===== config.mk =====
export PLATFORM = sky130hd
export DESIGN_NAME = serial_alu_sequencer_flat
export DESIGN_NICKNAME = d
export VERILOG_FILES = /design/src/rtl/alu_pkg.sv /design/src/rtl/serial_alu_sequencer_if.sv /design/src/rtl/serial_alu_sequencer.sv /design/src/flat_wrapper.sv
export SDC_FILE = /design/constraint.sdc
export NUM_CORES = 1
export LEC_CHECK = 0
export CAP_MARGIN = 20
export CORE_MARGIN = 4
export CORE_UTILIZATION = 35
export CTS_CLUSTER_SIZE = 14
export DETAILED_ROUTE_END_ITERATION = 10
export DONT_BUFFER_PORTS = 1
export GPL_TIMING_DRIVEN = 0
export HOLD_SLACK_MARGIN = 0.06
export PLACE_DENSITY = 0.46
export SYNTH_ARGS = -nofsm -noshare
export SYNTH_HDL_FRONTEND = slang
export SYNTH_SLANG_ARGS = --single-unit
export TNS_END_PERCENT = 30

===== constraint.sdc =====
create_clock -name clk -period 4.4 [get_ports clk]
set_input_delay 0.88 -clock clk [delete_from_list [all_inputs] [get_ports clk]]
set_output_delay 0.88 -clock clk [all_outputs]
set_load 0.005 [all_outputs]

===== src/rtl/alu_pkg.sv =====
// alu_pkg: opcodes, sequencer FSM encoding and opcode legality shared by slice, sequencer and bench
package alu_pkg;
  localparam logic [2:0] OP_MOV = 3'b000;
  localparam logic [2:0] OP_NOT = 3'b001;
  localparam logic [2:0] OP_ADD = 3'b010;
  localparam logic [2:0] OP_SUB = 3'b011;
  localparam logic [2:0] OP_OR  = 3'b100;
  localparam logic [2:0] OP_AND = 3'b101;
  typedef enum logic [1:0] {S_IDLE, S_BUSY, S_DONE} state_t;
  function automatic logic op_legal(input logic [2:0] op);
    return op <= OP_AND;
  endfunction
endpackage


===== src/rtl/serial_alu_sequencer_if.sv =====
// serial_alu_sequencer_if: request/result handshakes plus the one-bit slice bus
interface serial_alu_sequencer_if #(parameter int WIDTH = 8);
  logic             in_valid;
  logic             in_ready;
  logic [WIDTH-1:0] in_a;
  logic [WIDTH-1:0] in_b;
  logic [2:0]       in_op;
  logic             out_valid;
  logic             out_ready;
  logic [WIDTH-1:0] out_result;
  logic             out_carry;
  logic             out_zero;
  logic             out_err;
  logic             alu_a;
  logic             alu_b;
  logic             alu_cin;
  logic [2:0]       alu_op;
  logic             alu_result;
  logic             alu_cout;
  modport master (output in_valid, in_a, in_b, in_op, out_ready,
                  input  in_ready, out_valid, out_result, out_carry, out_zero, out_err);
  modport slave  (input  in_valid, in_a, in_b, in_op, out_ready, alu_result, alu_cout,
                  output in_ready, out_valid, out_result, out_carry, out_zero, out_err,
                         alu_a, alu_b, alu_cin, alu_op);
  modport slice  (input  alu_a, alu_b, alu_cin, alu_op,
                  output alu_result, alu_cout);
endinterface


===== src/rtl/serial_alu_sequencer.sv =====
// serial_alu_sequencer: steps a one-bit ALU slice LSB-first to execute a WIDTH-bit operation
module serial_alu_sequencer
  import alu_pkg::*;
#(
  parameter int WIDTH = 8
) (
  input logic              clk,
  input logic              rst_n,
  serial_alu_sequencer_if.slave bus
);
  localparam int IW = $clog2(WIDTH);
  state_t           r_state, w_next;
  logic [WIDTH-1:0] r_a, r_b, r_res, w_res;
  logic [2:0]       r_op;
  logic [IW-1:0]    r_idx;
  logic             r_carry, r_zero, r_err;
  logic             w_busy, w_last, w_accept;
  assign w_busy   = r_state == S_BUSY;
  assign w_last   = r_idx == IW'(WIDTH - 1);
  assign w_accept = bus.in_valid && r_state == S_IDLE;
  always_ff @(posedge clk or negedge rst_n) begin
    if (!rst_n) r_state <= S_IDLE;
    else        r_state <= w_next;
  end
  always_comb begin
    w_next = r_state;
    unique case (r_state)
      S_IDLE:  w_next = !bus.in_valid ? S_IDLE : op_legal(bus.in_op) ? S_BUSY : S_DONE;
      S_BUSY:  w_next = w_last ? S_DONE : S_BUSY;
      S_DONE:  w_next = bus.out_ready ? S_IDLE : S_DONE;
      default: w_next = S_IDLE;
    endcase
  end
  always_comb begin
    bus.in_ready   = r_state == S_IDLE;
    bus.out_valid  = r_state == S_DONE;
    bus.out_result = r_res;
    bus.out_carry  = r_carry;
    bus.out_zero   = r_zero;
    bus.out_err    = r_err;
    bus.alu_a      = w_busy & r_a[r_idx];
    bus.alu_b      = w_busy & r_b[r_idx];
    bus.alu_cin    = w_busy & r_carry;
    bus.alu_op     = w_busy ? r_op : OP_MOV;
  end
  always_comb begin
    w_res        = r_res;
    w_res[r_idx] = bus.alu_result;
  end
  // carry only moves for ADD/SUB, so it reads back as 0 for every other op
  always_ff @(posedge clk or negedge rst_n) begin
    if (!rst_n) begin
      r_a     <= '0;
      r_b     <= '0;
      r_op    <= OP_MOV;
      r_idx   <= '0;
      r_res   <= '0;
      r_carry <= 1'b0;
      r_zero  <= 1'b0;
      r_err   <= 1'b0;
    end else if (w_accept) begin
      r_a     <= bus.in_a;
      r_b     <= bus.in_b;
      r_op    <= bus.in_op;
      r_idx   <= '0;
      r_res   <= '0;
      r_carry <= bus.in_op == OP_SUB;
      r_zero  <= !op_legal(bus.in_op);
      r_err   <= !op_legal(bus.in_op);
    end else if (w_busy) begin
      r_res   <= w_res;
      r_idx   <= r_idx + 1'b1;
      r_carry <= (r_op == OP_ADD || r_op == OP_SUB) ? bus.alu_cout : r_carry;
      r_zero  <= w_last ? w_res == '0 : r_zero;
    end
  end
endmodule

===== src/flat_wrapper.sv =====
// flat-port wrapper written by rule: the top's interface ports become plain ports
module serial_alu_sequencer_flat import alu_pkg::*;
#(
  parameter int WIDTH = 8
)
  (clk, rst_n, bus_in_valid, bus_in_a, bus_in_b, bus_in_op, bus_out_ready, bus_alu_result, bus_alu_cout, bus_in_ready, bus_out_valid, bus_out_result, bus_out_carry, bus_out_zero, bus_out_err, bus_alu_a, bus_alu_b, bus_alu_cin, bus_alu_op);
  serial_alu_sequencer_if #(.WIDTH(WIDTH)) bus_i ();
  input logic clk;
  input logic rst_n;
  input wire logic [$bits(bus_i.in_valid)-1:0] bus_in_valid;
  input wire logic [$bits(bus_i.in_a)-1:0] bus_in_a;
  input wire logic [$bits(bus_i.in_b)-1:0] bus_in_b;
  input wire logic [$bits(bus_i.in_op)-1:0] bus_in_op;
  input wire logic [$bits(bus_i.out_ready)-1:0] bus_out_ready;
  input wire logic [$bits(bus_i.alu_result)-1:0] bus_alu_result;
  input wire logic [$bits(bus_i.alu_cout)-1:0] bus_alu_cout;
  output wire logic [$bits(bus_i.in_ready)-1:0] bus_in_ready;
  output wire logic [$bits(bus_i.out_valid)-1:0] bus_out_valid;
  output wire logic [$bits(bus_i.out_result)-1:0] bus_out_result;
  output wire logic [$bits(bus_i.out_carry)-1:0] bus_out_carry;
  output wire logic [$bits(bus_i.out_zero)-1:0] bus_out_zero;
  output wire logic [$bits(bus_i.out_err)-1:0] bus_out_err;
  output wire logic [$bits(bus_i.alu_a)-1:0] bus_alu_a;
  output wire logic [$bits(bus_i.alu_b)-1:0] bus_alu_b;
  output wire logic [$bits(bus_i.alu_cin)-1:0] bus_alu_cin;
  output wire logic [$bits(bus_i.alu_op)-1:0] bus_alu_op;
  assign bus_i.in_valid = bus_in_valid;
  assign bus_i.in_a = bus_in_a;
  assign bus_i.in_b = bus_in_b;
  assign bus_i.in_op = bus_in_op;
  assign bus_i.out_ready = bus_out_ready;
  assign bus_i.alu_result = bus_alu_result;
  assign bus_i.alu_cout = bus_alu_cout;
  assign bus_in_ready = bus_i.in_ready;
  assign bus_out_valid = bus_i.out_valid;
  assign bus_out_result = bus_i.out_result;
  assign bus_out_carry = bus_i.out_carry;
  assign bus_out_zero = bus_i.out_zero;
  assign bus_out_err = bus_i.out_err;
  assign bus_alu_a = bus_i.alu_a;
  assign bus_alu_b = bus_i.alu_b;
  assign bus_alu_cin = bus_i.alu_cin;
  assign bus_alu_op = bus_i.alu_op;
  serial_alu_sequencer #(.WIDTH(WIDTH)) u_core (.clk(clk), .rst_n(rst_n), .bus(bus_i));
endmodule

==> impl_metrics.json <==
{
  "holdBufCountCts": 0,
  "hold_class": "in2async",
  "powerDensity_nw_per_um2": 746,
  "place_area_um2": 1920,
  "synth_area_leaders": "dfrtp_1 (48%), nand2_1 (14%), o21ai_0 (4.4%)",
  "required_ps": 3520,
  "netlist_area_um2": 1830,
  "maxCapViolations": 0,
  "slew_headroom_pct": 65.7,
  "boundaryPins": 44,
  "synthTopCellsByCount": "nand2_1 (70), dfrtp_1 (35), o21ai_0 (16), clkbuf_1 (9), nor2_1 (8)",
  "route.detailed.drc": 0,
  "period_share_pct": 65.1,
  "layout-drive-gt1-share_pct": 9.39,
  "final_area_um2": 2020,
  "fillers": 531,
  "fp.coreArea_um2": 5110,
  "cts_setup_buffers": 0,
  "synth_enable_flop_cells": 0,
  "hpwlAfterDp_um": 3190,
  "clock-root-buffer": "clkbuf_8",
  "cts.sink_count": 35,
  "cts_tree": "done",
  "layout_min_cycle_time_ps": 2870,
  "rows": 26,
  "critPathKind": "reg2out",
  "critPathLaunchType": "flip-flop",
  "cp_max_fo": 10,
  "worstPathArrival_ps": 1990,
  "synth_nets": 232,
  "grt_max_degree": 36,
  "finalSetupViolations": 0,
  "slew_violations": 0,
  "yosysMostFrequentCell": "nand2_1",
  "grt_pass1_vias": 1434,
  "place.gp.congestion": 0.764,
  "clk_pin_slew_ps": 80,
  "finish.utilization_pct": 39.6,
  "postRouteAntennaNets": 0,
  "drtIter0Drc": 68,
  "gr-total-overflow": 0,
  "syn_to_final_growth_pct": 10.4,
  "worst_slack_ps": 1530,
  "cts_repair_resize_count": 0,
  "ys_types": 41,
  "grt_pass1_wl_um": 7110,
  "cts_buffers": 5,
  "dominantRegCellSynth": "dfrtp_1",
  "antenna_cells": 0,
  "synth-seq-cells": 35,
  "routed_wl_um": 4410,
  "num-nets-final": 239,
  "status": "complete, no violations",
  "firstDrtPassIters": 4,
  "clockBufferDepth": 2,
  "ys_seq_area_share_pct": 47.8,
  "worstSetupEndpointType": "primary output",
  "avgRoutedWirePerCell_um": 15.6,
  "ir_drop_v": 0.000203,
  "grtUsageTotal_pct": 14.5,
  "die_area_um2": 6460,
  "insertion_delay_ps": 290,
  "die_w_um": 80.4,
  "leakagePower_nw": 0.931,
  "synth_top_area_share_pct": 47.8,
  "finalHoldViolCount": 0,
  "setup_tns_ps": 0,
  "netlist_instances": 205,
  "htreeDepth": 2,
  "rsz0062_at_grt": "false",
  "tightest_slew_ps": 512,
  "dp_slack_ps": 1820,
  "start_util_pct": 35.9,
  "synth_area_per_cell_um2": 8.94,
  "die_height_um": 80.4,
  "yosysTopAreaCell": "dfrtp_1",
  "skew_ps": 7.33,
  "antenna_found_initial": 0,
  "synth-async-reset-ratio_pct": 100,
  "via_per_inst": 5.07,
  "portBuffers": 0,
  "yosysWarnings": 0,
  "fmax_mhz": 349,
  "dr_total_vias": 1436
}
area by class of cell:
| cell class | count | area (um^2) | share of cell area, % |
|---|---|---|---|
| Buffer | 14 | 63.8 | 3.15 |
| Clock buffer | 7 | 96.3 | 4.76 |
| Clock inverter | 1 | 7.51 | 0.371 |
| Inverter | 1 | 3.75 | 0.185 |
| Multi-Input combinational cell | 155 | 890 | 43.9 |
| Sequential cell | 35 | 876 | 43.3 |
| Tap cell | 70 | 87.6 | 4.33 |
power by group:
| part | total (mW) | switching (mW) | internal [mW] |
|---|---|---|---|
| Combinational | 0.682 | 0.394 | 0.288 |
| Clock | 0.263 | 0.120 | 0.142 |
| Sequential | 0.566 | 0.101 | 0.464 |
kinds of logic (layout without fill, tap and decap cells):
| group | count (synthesis) | count (layout) | synth area share [%] |
|---|---|---|---|
| muxes | 10 | 10 | 7.58 |
| and+or+nand+nor | 104 | 104 | 25.3 |
| adders and majority gates | 2 | 2 | 1.36 |
| buffers and inverters | 15 | 23 | 3.69 |
| AOI/OAI and AO/OA | 39 | 39 | 14.3 |
| DFF | 35 | 35 | 47.8 |
routing by layer:
metal | vias to the layer above | track usage (%) | routed length (um)
met5 | - | 0 | 0
met4 | 0 | 4.05 | 51
met3 | 5 | 4.04 | 230
met2 | 31 | 24.7 | 2160
met1 | 682 | 17.8 | 1960
li1 | 718 | - | -
state kept, by name (all words and copies together), names as in the netlist, 2 cells and up:
signal / flops
u_core.bus.out_result: 8
u_core.r_a: 8
u_core.r_b: 8
u_core.r_idx: 3
u_core.r_op: 3
u_core.r_state: 2
worst max-delay path, stage by stage (launching register included):
cell      delay, ps
dfrtp_1         370
buf_6           140
clkbuf_1        410
mux4_2          570
mux2i_1         130
nor2_1           80
through the flow:
step                      std cells  hold slack (ps)  power, mW
after global placement          275              451       1.25
after CTS                       283              265       1.53
final                           283              278       1.51
after global routing            283              260       1.64
after floorplan                 205              437       1.09
after detailed placement        275              455       1.26
worst paths after layout:
check | start | end | slack, ps | depth (start not counted)
setup reg to reg | u_core.r_idx[0] | u_core.bus.out_result[1] | 2430 | 5
setup / recovery | u_core.r_idx[0] | bus_alu_b | 1530 | 5
min in group clk | u_core.r_op[0] | u_core.r_op[0] | 470 | 2
hold / removal | rst_n | u_core.r_state[1] | 280 | 0
hold reg to reg | u_core.r_op[0] | u_core.r_op[0] | 470 | 2
max in group asynchronous | rst_n | u_core.r_a[7] | 4040 | 0
layout by cell type (no fill, tap or decap), types with 2 or more instances in the layout:
master | netlist | layout
a21oi_1 | 4 | 4
a221o_1 | 2 | 2
a22o_1 | 2 | 2
a31oi_1 | 3 | 3
and2_1 | 4 | 4
buf_2 | 3 | 3
clkbuf_1 | 9 | 9
clkbuf_8 | 0 | 7
dfrtp_1 | 35 | 35
ha_1 | 2 | 2
mux2_2 | 4 | 4
mux2i_1 | 3 | 3
nand2_1 | 70 | 70
nand2b_1 | 4 | 4
nand3_1 | 3 | 3
nor2_1 | 8 | 8
nor2b_1 | 5 | 5
nor3b_1 | 2 | 2
o21ai_0 | 16 | 16
o31ai_1 | 2 | 2
or3_1 | 3 | 3
Note: power is estimated with default switching activity, not from simulation.
